File: src/rtl/riscv_pkg.sv
`default_nettype none
// ============================================================================
// riscv_pkg : RV32I opcode constants, class-bit indices and the decode bundle
// Rev 1.0   : initial handshake decode stage release
// ============================================================================
package riscv_pkg;

    localparam int c_XLEN    = 32;
    localparam int c_NUM_CLS = 11;

    localparam logic [6:0] c_OPC_LOAD    = 7'b0000011;
    localparam logic [6:0] c_OPC_MISCMEM = 7'b0001111;
    localparam logic [6:0] c_OPC_OPIMM   = 7'b0010011;
    localparam logic [6:0] c_OPC_AUIPC   = 7'b0010111;
    localparam logic [6:0] c_OPC_STORE   = 7'b0100011;
    localparam logic [6:0] c_OPC_OP      = 7'b0110011;
    localparam logic [6:0] c_OPC_LUI     = 7'b0110111;
    localparam logic [6:0] c_OPC_BRANCH  = 7'b1100011;
    localparam logic [6:0] c_OPC_JALR    = 7'b1100111;
    localparam logic [6:0] c_OPC_JAL     = 7'b1101111;
    localparam logic [6:0] c_OPC_SYSTEM  = 7'b1110011;

    localparam logic [6:0] c_F7_BASE = 7'b0000000;
    localparam logic [6:0] c_F7_ALT  = 7'b0100000;
    localparam logic [6:0] c_F7_MUL  = 7'b0000001;

    // Bit positions inside the one-hot dec_class vector
    localparam int c_CLS_LOAD    = 0;
    localparam int c_CLS_OPIMM   = 1;
    localparam int c_CLS_AUIPC   = 2;
    localparam int c_CLS_STORE   = 3;
    localparam int c_CLS_OP      = 4;
    localparam int c_CLS_LUI     = 5;
    localparam int c_CLS_BRANCH  = 6;
    localparam int c_CLS_JALR    = 7;
    localparam int c_CLS_JAL     = 8;
    localparam int c_CLS_SYSTEM  = 9;
    localparam int c_CLS_MISCMEM = 10;

    typedef enum logic [2:0] {
        IMM_NONE = 3'd0,
        IMM_I    = 3'd1,
        IMM_S    = 3'd2,
        IMM_B    = 3'd3,
        IMM_U    = 3'd4,
        IMM_J    = 3'd5
    } imm_fmt_t;

    typedef struct packed {
        logic [4:0]           rs1;
        logic [4:0]           rs2;
        logic [4:0]           rd;
        logic                 rs1en;
        logic                 rs2en;
        logic                 rden;
        logic                 immen;
        logic                 pcen;
        logic [c_XLEN-1:0]    imm;
        logic [2:0]           funct3;
        logic [6:0]           funct7;
        logic [c_NUM_CLS-1:0] cls;
        logic                 is_m;
        logic                 illegal;
        logic [c_XLEN-1:0]    pc;
    } dec_bundle_t;

    function automatic logic [c_XLEN-1:0] sext12(input logic [11:0] v);
        return {{(c_XLEN-12){v[11]}}, v};
    endfunction

endpackage
`default_nettype wire

File: src/rtl/riscv_decode_comb.sv
`default_nettype none
// ============================================================================
// riscv_decode_comb : combinational RV32I instruction word -> decode bundle
// Rev 1.0           : initial handshake decode stage release
// ============================================================================
module riscv_decode_comb
    import riscv_pkg::*;
#(
    parameter bit ENABLE_M   = 1'b1,
    parameter bit ENABLE_SYS = 1'b1,
    parameter bit ILL_ZERO   = 1'b1
) (
    input  logic [31:0]       i_ir,
    input  logic [c_XLEN-1:0] i_pc,
    output dec_bundle_t       o_dec
);

    logic [6:0]           w_opc;
    logic [2:0]           w_f3;
    logic [6:0]           w_f7;
    logic [c_NUM_CLS-1:0] w_cls;
    imm_fmt_t             w_fmt;
    logic                 w_ill;
    logic                 w_mul;
    logic                 w_keep;
    logic                 w_rs1en;
    logic                 w_rs2en;
    logic                 w_rden;
    logic                 w_immen;
    logic                 w_pcen;
    logic [c_XLEN-1:0]    w_imm;

    assign w_opc = i_ir[6:0];
    assign w_f3  = i_ir[14:12];
    assign w_f7  = i_ir[31:25];

    always_comb begin
        w_cls = '0;
        w_fmt = IMM_NONE;
        w_ill = 1'b0;
        w_mul = 1'b0;
        case (w_opc)
            c_OPC_LOAD: begin
                w_cls[c_CLS_LOAD] = 1'b1;
                w_fmt = IMM_I;
            end
            c_OPC_OPIMM: begin
                w_cls[c_CLS_OPIMM] = 1'b1;
                w_fmt = IMM_I;
                // Shift immediates reuse the funct7 field; only SRAI may set bit 30
                if (w_f3 == 3'b001 && w_f7 != c_F7_BASE)
                    w_ill = 1'b1;
                if (w_f3 == 3'b101 && w_f7 != c_F7_BASE && w_f7 != c_F7_ALT)
                    w_ill = 1'b1;
            end
            c_OPC_AUIPC: begin
                w_cls[c_CLS_AUIPC] = 1'b1;
                w_fmt = IMM_U;
            end
            c_OPC_STORE: begin
                w_cls[c_CLS_STORE] = 1'b1;
                w_fmt = IMM_S;
            end
            c_OPC_OP: begin
                w_cls[c_CLS_OP] = 1'b1;
                if (w_f7 == c_F7_MUL && ENABLE_M)
                    w_mul = 1'b1;
                else if (w_f7 != c_F7_BASE && w_f7 != c_F7_ALT)
                    w_ill = 1'b1;
            end
            c_OPC_LUI: begin
                w_cls[c_CLS_LUI] = 1'b1;
                w_fmt = IMM_U;
            end
            c_OPC_BRANCH: begin
                w_cls[c_CLS_BRANCH] = 1'b1;
                w_fmt = IMM_B;
            end
            c_OPC_JALR: begin
                w_cls[c_CLS_JALR] = 1'b1;
                w_fmt = IMM_I;
                if (w_f3 != 3'b000)
                    w_ill = 1'b1;
            end
            c_OPC_JAL: begin
                w_cls[c_CLS_JAL] = 1'b1;
                w_fmt = IMM_J;
            end
            c_OPC_SYSTEM: begin
                w_cls[c_CLS_SYSTEM] = 1'b1;
                w_ill = !ENABLE_SYS;
            end
            c_OPC_MISCMEM: begin
                w_cls[c_CLS_MISCMEM] = 1'b1;
                w_ill = !ENABLE_SYS;
            end
            default: w_ill = 1'b1;
        endcase
        if (i_ir[1:0] != 2'b11)
            w_ill = 1'b1;
    end

    always_comb begin
        w_imm = '0;
        case (w_fmt)
            IMM_I:   w_imm = sext12(i_ir[31:20]);
            IMM_S:   w_imm = sext12({i_ir[31:25], i_ir[11:7]});
            IMM_B:   w_imm = {{(c_XLEN-12){i_ir[31]}}, i_ir[7], i_ir[30:25], i_ir[11:8], 1'b0};
            IMM_U:   w_imm = {i_ir[31:12], 12'b0};
            IMM_J:   w_imm = {{(c_XLEN-20){i_ir[31]}}, i_ir[19:12], i_ir[20], i_ir[30:21], 1'b0};
            default: w_imm = '0;
        endcase
    end

    // Enables come from the raw class so ILL_ZERO alone decides what an illegal word exposes
    assign w_keep  = !(ILL_ZERO && w_ill);
    assign w_pcen  = w_keep & (w_cls[c_CLS_JAL] | w_cls[c_CLS_BRANCH] | w_cls[c_CLS_AUIPC]);
    assign w_rs1en = w_keep & (w_cls[c_CLS_JALR] | w_cls[c_CLS_BRANCH] | w_cls[c_CLS_LOAD]
                             | w_cls[c_CLS_STORE] | w_cls[c_CLS_OP] | w_cls[c_CLS_OPIMM]);
    assign w_rs2en = w_keep & (w_cls[c_CLS_BRANCH] | w_cls[c_CLS_STORE] | w_cls[c_CLS_OP]);
    assign w_rden  = w_keep & (w_cls[c_CLS_LUI] | w_cls[c_CLS_AUIPC] | w_cls[c_CLS_JALR]
                             | w_cls[c_CLS_JAL] | w_cls[c_CLS_LOAD] | w_cls[c_CLS_OP]
                             | w_cls[c_CLS_OPIMM]);
    assign w_immen = w_keep & (w_fmt != IMM_NONE);

    always_comb begin
        o_dec         = '0;
        o_dec.rs1en   = w_rs1en;
        o_dec.rs2en   = w_rs2en;
        o_dec.rden    = w_rden;
        o_dec.immen   = w_immen;
        o_dec.pcen    = w_pcen;
        o_dec.rs1     = w_rs1en ? i_ir[19:15] : 5'd0;
        o_dec.rs2     = w_rs2en ? i_ir[24:20] : 5'd0;
        o_dec.rd      = w_rden  ? i_ir[11:7]  : 5'd0;
        o_dec.imm     = w_immen ? w_imm : '0;
        o_dec.funct3  = w_f3;
        o_dec.funct7  = w_f7;
        o_dec.cls     = w_ill ? '0 : w_cls;
        o_dec.is_m    = w_mul & !w_ill;
        o_dec.illegal = w_ill;
        o_dec.pc      = i_pc;
    end

endmodule
`default_nettype wire

File: src/rtl/decode_stage_hs.sv
`default_nettype none
// ============================================================================
// decode_stage_hs : RV32I decode stage, valid/ready on both sides, 2-entry skid
// Rev 1.0         : initial handshake decode stage release
// ============================================================================
module decode_stage_hs
    import riscv_pkg::*;
#(
    parameter int XLEN       = 32,
    parameter bit ENABLE_M   = 1'b1,
    parameter bit ENABLE_SYS = 1'b1,
    parameter bit ILL_ZERO   = 1'b1
) (
    input  logic            clk,
    input  logic            reset,
    input  logic            flush,
    input  logic            in_valid,
    output logic            in_ready,
    input  logic [31:0]     in_ir,
    input  logic [XLEN-1:0] in_pc,
    output logic            out_valid,
    input  logic            out_ready,
    output logic [4:0]      dec_rs1,
    output logic [4:0]      dec_rs2,
    output logic [4:0]      dec_rd,
    output logic            dec_rs1en,
    output logic            dec_rs2en,
    output logic            dec_rden,
    output logic            dec_immen,
    output logic            dec_pcen,
    output logic [XLEN-1:0] dec_imm,
    output logic [2:0]      dec_funct3,
    output logic [6:0]      dec_funct7,
    output logic [10:0]     dec_class,
    output logic            dec_is_m,
    output logic            dec_illegal,
    output logic [XLEN-1:0] dec_pc
);

    dec_bundle_t w_dec;
    dec_bundle_t r_main;
    dec_bundle_t r_skid;
    logic        r_main_valid;
    logic        r_skid_valid;
    logic        w_in_fire;
    logic        w_main_free;

    riscv_decode_comb #(
        .ENABLE_M   (ENABLE_M),
        .ENABLE_SYS (ENABLE_SYS),
        .ILL_ZERO   (ILL_ZERO)
    ) u_decode (
        .i_ir  (in_ir),
        .i_pc  (in_pc),
        .o_dec (w_dec)
    );

    assign in_ready    = !r_skid_valid;
    assign w_in_fire   = in_valid && in_ready;
    assign w_main_free = !r_main_valid || out_ready;

    always_ff @(posedge clk or posedge reset) begin
        if (reset) begin
            r_main       <= '0;
            r_skid       <= '0;
            r_main_valid <= 1'b0;
            r_skid_valid <= 1'b0;
        end else if (flush) begin
            r_main_valid <= 1'b0;
            r_skid_valid <= 1'b0;
        end else if (w_main_free) begin
            // Skid always refills main before new input so ordering is kept
            if (r_skid_valid) begin
                r_main       <= r_skid;
                r_main_valid <= 1'b1;
                r_skid_valid <= 1'b0;
            end else if (w_in_fire) begin
                r_main       <= w_dec;
                r_main_valid <= 1'b1;
            end else begin
                r_main_valid <= 1'b0;
            end
        end else if (w_in_fire) begin
            r_skid       <= w_dec;
            r_skid_valid <= 1'b1;
        end
    end

    assign out_valid   = r_main_valid;
    assign dec_rs1     = r_main.rs1;
    assign dec_rs2     = r_main.rs2;
    assign dec_rd      = r_main.rd;
    assign dec_rs1en   = r_main.rs1en;
    assign dec_rs2en   = r_main.rs2en;
    assign dec_rden    = r_main.rden;
    assign dec_immen   = r_main.immen;
    assign dec_pcen    = r_main.pcen;
    assign dec_imm     = r_main.imm;
    assign dec_funct3  = r_main.funct3;
    assign dec_funct7  = r_main.funct7;
    assign dec_class   = r_main.cls;
    assign dec_is_m    = r_main.is_m;
    assign dec_illegal = r_main.illegal;
    assign dec_pc      = r_main.pc;

endmodule
`default_nettype wire

File: config.mk
export PLATFORM = sky130hd
export DESIGN_NAME = decode_stage_hs
export DESIGN_NICKNAME = d
export VERILOG_FILES = /design/src/rtl/riscv_pkg.sv /design/src/rtl/riscv_decode_comb.sv /design/src/rtl/decode_stage_hs.sv
export SDC_FILE = /design/constraint.sdc
export NUM_CORES = 1
export LEC_CHECK = 0
export ABC_CLOCK_PERIOD_IN_PS = 22100
export CORE_MARGIN = 2
export CORE_UTILIZATION = 45
export DETAILED_ROUTE_END_ITERATION = 16
export PLACE_DENSITY = 0.7
export RECOVER_POWER = 100
export SKIP_LAST_GASP = 1
export SYNTH_ARGS = -nofsm -noshare
export SYNTH_HDL_FRONTEND = slang
export SYNTH_SLANG_ARGS = --single-unit
File: constraint.sdc
create_clock -name clk -period 22.1 [get_ports clk]
set_input_delay 4.42 -clock clk [delete_from_list [all_inputs] [get_ports clk]]
set_output_delay 4.42 -clock clk [all_outputs]
set_load 0.05 [all_outputs]
==> results.md, run 1 <==
- Vias in the first global route: 7642
- DIE AREA: 22640 um^2
- Total number of vias: 7664
- GPL Wtd Cong: 0.9009
- Tmin final: 11620 ps
- Adder-Cell Fraction of Synth Area: 0
- P&R area growth vs syn: 27.23%
- Main flop type after synthesis: dfrtp_1
- Starting Density: 0.4592
- DRC violations left: 0
- R2R Path Start: r_skid_valid$_DFFE_PP0P_
- Row count: 53
- MaxCap Viol Count: 8
- Detailed placement HPWL: 16.27 mm
- LEAKAGE: 5.459 nW
- Slew Viols, Final: 609
- Gate Count Post-Synth: 926
- Clock Skew: 4.837 ps
- Final ANT Viol Nets: 0
- WP data required: 21870 ps
- Initial antenna violation count: 0
- # port buffers: 177
- Drt wl/cell: 18.73 um
- Kind of critical path: in2async
- Tot Pwr: 1.051 mW
- Die X: 150.5 um
- Worst-Margin Slew: 6340 ps
- # clock sinks: 216
- Grt total ovfl: 0
- Post-CTS Resized: 0
- Post-Synth Simple-Gate Area: 0.1331
- # setup viols final: 0
- Pwr dens: 85.60 nW/um^2
- Total routed wirelength: 25.38 mm
- Clk root buf: clkbuf_16
- R2R cell count: 6
- Fin. Hold Viols: 0
- DP Cell Count: 1312
- Accumulated negative setup slack: 0 ps
- First-pass GRT wire length: 41.14 mm
- Main combinational cell family by area after synthesis: compound AO/OA/AOI/OAI gates
- Post-synth ARST share: 1.000
- Worst hold endpoint: dec_pc[13]$_DFFE_PP0P_
- Syn avg cell area: 10.42 um^2
- Post-synthesis xor/xnor area fraction: 0
- Period utilization: 0.5258
- CTS max path bufs: 3
- GRT Total Usage: 0.2273
- Setup crit end kind: async pin
- Commonest non-fill, non-tap cell in the layout: dfrtp_1
- Mux share of post-synthesis cell area: 0.09916
- Post-synthesis cell type count: 56
- CP max FO: 145
- DR pass1 iterations: 5
- Drt via density: 5.656
- Io pins: 178
- Register area share after synthesis: 0.5599
- Net count after synthesis: 995
- CTS Hold Bufs: 0
- Fin cells: 1355
- Setup bufs post-CTS: 0
- HP Class: reg2reg
- Capturing point of the worst reg2reg path: r_skid[71]$_DFFE_PP0P_
- Final nets: 1132
- Antenna Cells: 0
- Setup slack, reg-to-reg: 13510 ps
- Post-route setup slack: 10480 ps
- Max-slew headroom: -3.250
- Most frequent cells in the layout: dfrtp_1, nand2_1, dlygate4sd3_1, o21ai_0, clkdlybuf4s50_1
- H-tree depth: 1
- Util after Layout: 0.5843
- Core area: 21020 um^2
- Area after DPL: 11580 um^2
- Synthesized flop and latch total: 216
- Number of DRC markers in iteration 0: 621
- Crit path launch type: input pin
- Worst vdd ir: 0.05943 mV
- Clock Latency Late Sink: 510 ps
- Final instance area: 12280 um^2
- CTS tree: yes
- Netlist Area Pre-Place: 9653 um^2
- EDFF count, synth: 0
- DP Worst Slack: 14580 ps
- Chip height: 150.5 um
- Fin Hold WS: 469.2 ps
- Violated checks: max-capacitance violations, max-slew violations
- Clk pin slew, worst setup/hold paths: 60 ps
- Ys Warns: 0
- Complex-gate fraction of the synthesized area: 0.1695
- Share of cells above drive strength 1: 0.08333
- Hold path depth: 2
- Status: complete, but fails checks
- CP Data Arrival Time: 11390 ps
- HP Start: dec_pc[13]$_DFFE_PP0P_
- Largest net degree at the start of global routing: 146
- Fmax: 86.05 MHz
- CTS Buf Count: 24
- Unrepaired setup endpoints after global routing: no
-- synthesized netlist by cell type (5+ instances only) --
cell / n / area share
o21ai_0: 100 / 0.052
nand2_1: 131 / 0.051
or3_1: 7 / 0.0045
nor2b_1: 7 / 0.0045
o31ai_1: 15 / 0.012
a22o_1: 17 / 0.015
a21o_1: 5 / 0.0039
mux2i_1: 45 / 0.047
a21oi_1: 55 / 0.029
o22ai_1: 22 / 0.014
a22oi_1: 16 / 0.012
nand3_1: 16 / 0.0083
or2_1: 5 / 0.0032
nand2b_1: 5 / 0.0032
or4_1: 6 / 0.0047
buf_1: 10 / 0.0039
clkbuf_1: 54 / 0.021
dfrtp_1: 216 / 0.56
a221o_1: 6 / 0.0062
and3_1: 22 / 0.014
o311ai_0: 7 / 0.0064
buf_2: 10 / 0.0052
mux2_2: 45 / 0.052
nor2_1: 36 / 0.014
inv_1: 20 / 0.0078
nor3_1: 6 / 0.0031
-- flip-flops by register name, indices dropped and copies added, names as in the netlist --
register / flops
dec_rs1en: 1
dec_immen: 1
out_valid: 1
dec_imm: 32
dec_rd: 5
dec_pcen: 1
dec_funct7: 7
r_skid: 107
dec_pc: 32
dec_rs2en: 1
dec_rden: 1
dec_rs2: 5
dec_rs1: 5
r_skid_valid: 1
dec_illegal: 1
dec_class: 11
dec_funct3: 3
dec_is_m: 1
-- worst max-delay path by stage --
| stage | from | to | slack, ps | depth (start not counted) |
|---|---|---|---|---|
| after global placement | in_ir[2] | dec_imm[23]$_DFFE_PP0P_ | 14660 | 7 |
| after CTS | r_skid_valid$_DFFE_PP0P_ | in_ready | 15100 | 2 |
| after global routing | reset | dec_rs1[0]$_DFFE_PP0P_ | 8900 | 3 |
| after detailed placement | in_ir[2] | dec_imm[29]$_DFFE_PP0P_ | 14580 | 7 |
| final | reset | dec_pc[1]$_DFFE_PP0P_ | 10480 | 3 |
| after floorplan | reset | dec_class[0]$_DFFE_PP0P_ | 11770 | 1 |
-- report_power, final --
part / leakage, nW / switching, mW / internal (mW)
sequential: 2.82 / 0.0212 / 0.437
combinational: 2.26 / 0.133 / 0.0679
clock: 0.379 / 0.157 / 0.235
-- layer usage --
metal / vias up / global-route usage / wire [um]
li1: 3595 / - / -
met1: 3764 / 0.3196 / 11430
met2: 264 / 0.3664 / 11640
met3: 41 / 0.03879 / 1760
met4: 0 / 0.05991 / 544
met5: - / 0 / 0
-- critical path, cell delays in order --
cell           delay, ps
dlygate4sd3_1        550
clkinvlp_2          3510
clkbuf_1            2790
-- cell type report --
| type | instances | area, um^2 |
|---|---|---|
| fillers | 1796 | 8740 |
| well taps | 275 | 344.1 |
| clock buffers | 38 | 724.4 |
| flip-flops and latches | 216 | 5405 |
| inverters | 21 | 80.08 |
| clock inverters | 5 | 52.55 |
| multi-input cells | 615 | 3866 |
| repair buffers | 185 | 1809 |
-- cells by family (layout without fill, tap and decap cells) --
logic type / Yosys count / after routing
muxes: 90 / 90
and+or+nand+nor: 262 / 262
buffers and inverters: 95 / 249
DFF: 216 / 216
AOI/OAI and AO/OA: 263 / 263
Note: power is estimated with default switching activity, not from simulation.
==> run 2: changes to the inputs <==
--- a/config.mk
+++ b/config.mk
@@ -5,11 +5,11 @@
 export SDC_FILE = /design/constraint.sdc
 export NUM_CORES = 1
 export LEC_CHECK = 0
-export ABC_CLOCK_PERIOD_IN_PS = 22100
+export ABC_CLOCK_PERIOD_IN_PS = 9900
 export CORE_MARGIN = 2
 export CORE_UTILIZATION = 45
 export DETAILED_ROUTE_END_ITERATION = 16
-export PLACE_DENSITY = 0.7
+export PLACE_DENSITY = 0.73
 export RECOVER_POWER = 100
 export SKIP_LAST_GASP = 1
 export SYNTH_ARGS = -nofsm -noshare
==> constraint.sdc (replaced) <==
create_clock -name clk -period 9.9 [get_ports clk]
set_input_delay 1.98 -clock clk [delete_from_list [all_inputs] [get_ports clk]]
set_output_delay 1.98 -clock clk [all_outputs]
set_load 0.05 [all_outputs]
==> run 2 against run 1 <==
Net effect: the flow still finishes with violations (max-capacitance violations, max-slew violations); clock-buffer cell count shrank 7; sequential power grew 120%; non-clock buffer count is the same; clock power grew 110%; global-route usage grew 0.19 points; first-iteration DRC count shrank 22%; via count shrank 0.76%; routed wire length grew 0.90%; hold slack lost 0.91 ps; final cell count shrank 0.30%; combinational power grew 120%; sequential cell count is the same; critical path type is now in2reg; critical endpoint is now dec_rd[1]$_DFFE_PP0P_.
==> results.md, run 2 (synthesis gave the netlist of run 1 again) <==
- DIE AREA: 22640 um^2 (unchanged)
- First-pass GRT wire length: 41.04 mm (-0.23%)
- Total number of vias: 7606 (-0.76%)
- Tmin final: 6502 ps
- Most flops, register: r_skid
- Starting Density: 0.4592 (unchanged)
- Clk pin slew, worst setup/hold paths: 60 ps (about the same)
- HP Class: reg2reg
- Io pins: 178 (unchanged)
- Fmax: 153.8 MHz
- Row count: 53 (unchanged)
- Commonest non-fill, non-tap cell in the layout: dfrtp_1
- Util after Layout: 0.5824 (-0.001845)
- Unrepaired setup endpoints after global routing: no
- DP Worst Slack: 4905 ps (-9675 ps)
- Fillers: 1772 (-1.3%)
- Antenna Cells: 0 (unchanged)
- Core area: 21020 um^2 (unchanged)
- Area after DPL: 11580 um^2 (unchanged)
- Period utilization: 0.6568
- CTS max path bufs: 3 (unchanged)
- Setup crit end kind: register
- Fin. Hold Viols: 0 (unchanged)
- Slew Viols, Final: 287 (-53%)
- Crit path launch type: input pin
- Setup bufs post-CTS: 0 (unchanged)
- Kind of critical path: in2reg
- MaxCap Viol Count: 5 (-3)
- Final nets: 1131 (-0.088%)
- Clock Skew: 28.40 ps (+23.56 ps)
- Pwr dens: 188.2 nW/um^2 (+120%)
- CP Data Arrival Time: 6920 ps (-4470 ps)
- GPL Wtd Cong: 0.8283 (-8.1%)
- CTS Hold Bufs: 0 (unchanged)
- CTS Buf Count: 23 (-4.2%)
- Final ANT Viol Nets: 0 (unchanged)
- Max reg flops: 107 (unchanged)
- Largest net degree at the start of global routing: 140 (-4.1%)
- DRC violations left: 0 (unchanged)
- CP max FO: 59 (-59%)
- WP data required: 10320 ps (-11550 ps)
- Number of DRC markers in iteration 0: 485 (-22%)
- Detailed placement HPWL: 16.58 mm (+1.9%)
- Most frequent cells in the layout: dfrtp_1, nand2_1, dlygate4sd3_1, o21ai_0, clkdlybuf4s50_1
- Final instance area: 12240 um^2 (-0.32%)
- Post-route setup slack: 3398 ps (-7081 ps)
- Chip height: 150.5 um (unchanged)
- P&R area growth vs syn: 26.83%
- Status: complete, but fails checks
- Worst-Margin Slew: 3358 ps (-2982 ps)
- Accumulated negative setup slack: 0 ps (unchanged)
- Clock Latency Late Sink: 520 ps (about the same)
- Drt wl/cell: 18.95 um (+1.2%)
- # setup viols final: 0 (unchanged)
- H-tree depth: 1 (unchanged)
- GRT Total Usage: 0.2292 (+0.001936)
- DR pass1 iterations: 5 (unchanged)
- Clk root buf: clkbuf_16
- # clock sinks: 216 (unchanged)
- LEAKAGE: 5.461 nW (about the same)
- Violated checks: max-capacitance violations, max-slew violations
- Worst vdd ir: 0.09757 mV (+64%)
- Max-slew headroom: -1.239 (+2.011)
- # port buffers: 177 (unchanged)
- Tot Pwr: 2.304 mW (+120%)
- Post-CTS Resized: 0 (unchanged)
- Die X: 150.5 um (unchanged)
- Total routed wirelength: 25.61 mm (+0.90%)
- Share of cells above drive strength 1: 0.08736 (+0.004027)
- CTS tree: yes
- Grt total ovfl: 0 (unchanged)
- Initial antenna violation count: 1 (+1)
- Vias in the first global route: 7472 (-2.2%)
- Drt via density: 5.630 (-0.46%)
-- run 2: cell types whose count changed in the layout (fill, tap and decap cells not counted), sizes merged, moves of 2 or more --
| cell | previous run | this run |
|---|---|---|
| inv | 19 | 21 |
| clkinvlp | 2 | 0 |
| clkinv | 4 | 7 |
| clkbuf | 44 | 34 |
| buf | 2 | 5 |
-- run 2: worst paths after layout --
path | start | to | slack (ps) | cells past startpoint
min in group asynchronous | reset | dec_pc[3]$_DFFE_PP0P_ | 2180 | 2
hold reg to reg | dec_pc[24]$_DFFE_PP0P_ | dec_pc[24]$_DFFE_PP0P_ | 470 | 2
hold / removal | dec_pc[24]$_DFFE_PP0P_ | dec_pc[24]$_DFFE_PP0P_ | 470 | 2
setup reg to reg | r_skid_valid$_DFFE_PP0P_ | dec_rd[1]$_DFFE_PP0P_ | 3700 | 6
max in group asynchronous | reset | r_skid[67]$_DFFE_PP0P_ | 6080 | 3
setup / recovery | in_valid | dec_rd[1]$_DFFE_PP0P_ | 3400 | 7
-- run 2: worst max-delay path, cell delays in order --
cell	delay (ps)
dlygate4sd3_1	560
nor2_1	80
nor3_2	180
clkbuf_1	1880
nand2_1	1140
or4_1	830
o22ai_1	240
-- run 2: final cells by class --
cell class                 instances  area [um^2]  share of cell area
inverter                          21        86.33            0.007052
sequential                       216         5405              0.4415
tap                              275        344.1             0.02810
clock inverter                     8        68.82            0.005621
multi-input combinational        615         3862              0.3155
timing repair buffer             185         1821              0.1487
clock buffer                      31        655.6             0.05355
-- run 2: routing by layer --
| layer | vias to the layer above | routed length (um) | GRT usage |
|---|---|---|---|
| met1 | 3716 | 11450 | 0.3290 |
| met2 | 270 | 11720 | 0.3564 |
| met5 | - | 0 | 0 |
| met3 | 39 | 1916 | 0.04545 |
| met4 | 0 | 523 | 0.06226 |
| li1 | 3581 | - | - |
-- run 2: through the flow --
step,hold slack (ps),instances
6_report,468.3,1351
5_1_grt,489.4,1351
4_1_cts,473.5,1351
3_5_place_dp,459.9,1312
3_3_place_gp,452.4,1312
2_1_floorplan,440.8,926
-- run 2: where the power goes --
| group | switching (mW) | internal, mW | leakage [nW] |
|---|---|---|---|
| combinational | 0.298 | 0.151 | 2.27 |
| clock | 0.343 | 0.488 | 0.365 |
| sequential | 0.0493 | 0.975 | 2.82 |
| total | 0.691 | 1.61 | 5.46 |
==> run 3: changes to the inputs <==
--- a/config.mk
+++ b/config.mk
@@ -5,7 +5,7 @@
 export SDC_FILE = /design/constraint.sdc
 export NUM_CORES = 1
 export LEC_CHECK = 0
-export ABC_CLOCK_PERIOD_IN_PS = 9900
+export ABC_CLOCK_PERIOD_IN_PS = 5900
 export CORE_MARGIN = 2
 export CORE_UTILIZATION = 45
 export DETAILED_ROUTE_END_ITERATION = 16
==> constraint.sdc (replaced) <==
create_clock -name clk -period 5.9 [get_ports clk]
set_input_delay 1.18 -clock clk [delete_from_list [all_inputs] [get_ports clk]]
set_output_delay 1.18 -clock clk [all_outputs]
set_load 0.05 [all_outputs]
==> run 3 against run 2 <==
Net effect: the run still ends with max-capacitance violations, max-slew violations left; sequential share of layout area shrank 0.14 points; final cell count grew 0.30%; first-iteration DRC count shrank 8.0%; sequential cell count is the same; power grew 70%; clock-buffer cell count grew 2; design area grew 0.38%; combinational power grew 67%; largest cell class unchanged; clock skew shrank 20 ps; largest power group unchanged; sequential power grew 69%.
==> results.md, run 3 (synthesis gave the netlist of run 1 again) <==
- Status: complete, but fails checks
- Violated checks: max-capacitance violations, max-slew violations
- Critical path's slowest cell: clkbuf_1
- CP top delay family: simple AND/OR/NAND/NOR gates
- CTS tree: yes
- Slew Viols, Final: 216 (-25%)
- First-pass GRT wire length: 40.14 mm (-2.2%)
- CTS Hold Bufs: 0 (unchanged)
- Worst-Margin Slew: 2640 ps (-718.0 ps)
- Kind of critical path: in2reg
- Worst path bufs/invs: 2 (unchanged)
- Area occupied by multi-input gates: 3851 um^2 (-0.29%)
- Clk pin slew, worst setup/hold paths: 60 ps (about the same)
- Critical path's largest stage delay: 790 ps (-1090 ps)
- Clk root buf: clkbuf_16
- # clock sinks: 216 (unchanged)
- Worst hold endpoint: dec_pc[27]$_DFFE_PP0P_
- # port buffers: 177 (unchanged)
- DP Cell Count: 1313 (+0.076%)
- Io pins: 178 (unchanged)
- Total routed wirelength: 25.28 mm (-1.3%)
- Largest net degree at the start of global routing: 148 (+5.7%)
- H-tree depth: 1 (unchanged)
- Setup crit end kind: register
- Util after Layout: 0.5846 (+0.002202)
- Antenna Cells: 0 (unchanged)
- Accumulated negative setup slack: 0 ps (unchanged)
- Starting Density: 0.4592 (unchanged)
- Drt via density: 5.645 (+0.27%)
- MaxCap Viol Count: 3 (-2)
- CP Data Arrival Time: 5090 ps (-1830 ps)
- Total number of vias: 7649 (+0.57%)
- Post-route setup slack: 1183 ps (-2215 ps)
- Core area: 21020 um^2 (unchanged)
- CTS Buf Count: 23 (unchanged)
- Worst vdd ir: 0.1662 mV (+70%)
- DIE AREA: 22640 um^2 (unchanged)
- Critical path, cell by cell: dlygate4sd3_1, nand4bb_1, or4_1, o221ai_1, clkbuf_1, or2_1, o22ai_1
- Max-slew headroom: -0.7603 (+0.4786)
- Fin. Hold Viols: 0 (unchanged)
- Clock Latency Late Sink: 510 ps (about the same)
- Max reg flops: 107 (unchanged)
- Final nets: 1132 (+0.088%)
- # setup viols final: 0 (unchanged)
- DR pass1 iterations: 5 (unchanged)
- Die X: 150.5 um (unchanged)
- Final ANT Viol Nets: 0 (unchanged)
- Setup bufs post-CTS: 0 (unchanged)
- WP data required: 6270 ps (-4050 ps)
- Register area: 5409 um^2 (about the same)
- Tmin final: 4717 ps
- HP Start: dec_pc[27]$_DFFE_PP0P_
- DRC violations left: 0 (unchanged)
- Number of DRC markers in iteration 0: 446 (-8.0%)
- Capturing point of the worst reg2reg path: dec_class[2]$_DFFE_PP0P_
- Initial antenna violation count: 1 (unchanged)
- R2R cell count: 5 (-1)
- GRT Total Usage: 0.2238 (-0.005393)
- Unrepaired setup endpoints after global routing: no
- Chip height: 150.5 um (unchanged)
- Setup slack, reg-to-reg: 1600 ps (-2100 ps)
- Vias in the first global route: 7357 (-1.5%)
- DP Worst Slack: 1622 ps (-3282 ps)
- Most frequent cells in the layout: dfrtp_1, nand2_1, dlygate4sd3_1, o21ai_0, clkdlybuf4s50_1
- CP max FO: 21 (-64%)
- Fin cells: 1355 (+0.30%)
- R2R Path Start: r_skid_valid$_DFFE_PP0P_
- GPL Wtd Cong: 0.8659 (+4.5%)
- Fmax: 212.0 MHz
- HP Class: reg2reg
- P&R area growth vs syn: 27.31%
- Grt total ovfl: 0 (unchanged)
- Hold path depth: 2 (unchanged)
- Share of cells above drive strength 1: 0.08889 (+0.001528)
- Period utilization: 0.7995
- Drt wl/cell: 18.65 um (-1.6%)
- CTS max path bufs: 3 (unchanged)
- Row count: 53 (unchanged)
- Fillers: 1782 (+0.56%)
- Detailed placement HPWL: 16.45 mm (-0.76%)
- Clock Skew: 8.385 ps (-20.01 ps)
- LEAKAGE: 5.474 nW (+0.24%)
- Pwr dens: 319.1 nW/um^2 (+70%)
- Post-CTS Resized: 0 (unchanged)
- Most flops, register: r_skid
- Crit path launch type: input pin
- Commonest non-fill, non-tap cell in the layout: dfrtp_1
run 3: cell count changes in the layout (fill, tap and decap cells not counted), sizes merged:
cell,before,now
bufinv,1,2
clkbuf,34,37
clkdlybuf4s50,63,62
clkinvlp,0,1
dlygate4sd3,114,115
inv,21,20
run 3: area by class of cell:
type / instances / area share
Clock buffer: 33 / 0.05396
Clock inverter: 9 / 0.008349
Inverter: 21 / 0.006516
Multi-Input combinational cell: 615 / 0.3134
Sequential cell: 216 / 0.4401
Tap cell: 275 / 0.02800
Timing Repair Buffer: 186 / 0.1497
run 3: routing by layer:
metal | routed length (um) | vias up | track usage
met2 | 11400 | 259 | 0.3407
met4 | 580 | 2 | 0.06415
li1 | - | 3595 | -
met3 | 1859 | 47 | 0.04303
met1 | 11430 | 3746 | 0.3273
met5 | 11 | - | 0
run 3: worst register-to-register path: stages, from the launching register on:
cell	delay, ps
dfrtp_4	1020
nor2_1	230
nor3_1	300
clkbuf_1	1910
o311ai_0	490
o21a_1	240
run 3: how the worst max path moves through the flow:
stage | startpoint | cells after the start | slack, ps | to
CTS | r_skid_valid$_DFFE_PP0P_ | 2 | 1830 | in_ready
global placement | in_ir[2] | 7 | 1710 | dec_imm[29]$_DFFE_PP0P_
floorplan | reset | 1 | 1910 | dec_class[0]$_DFFE_PP0P_
global route | in_ir[2] | 7 | 900 | dec_imm[28]$_DFFE_PP0P_
detailed placement | in_ir[2] | 7 | 1620 | dec_imm[21]$_DFFE_PP0P_
finish | in_ir[2] | 7 | 1180 | dec_imm[24]$_DFFE_PP0P_
run 3: power by group:
part	switching (mW)	total [mW]	internal, mW
Combinational	0.498	0.751	0.253
Clock	0.582	1.45	0.870
Sequential	0.0818	1.72	1.64
run 3: per-stage QoR:
stage	power, mW	cell area [um^2]	hold WS, ps
6_report	3.921	12290	470.5
5_1_grt	4.087	12290	489.2
4_1_cts	3.989	12370	476.6
3_5_place_dp	2.533	11610	461.4
3_3_place_gp	2.515	11610	452.6
2_1_floorplan	2.235	9657	440.8
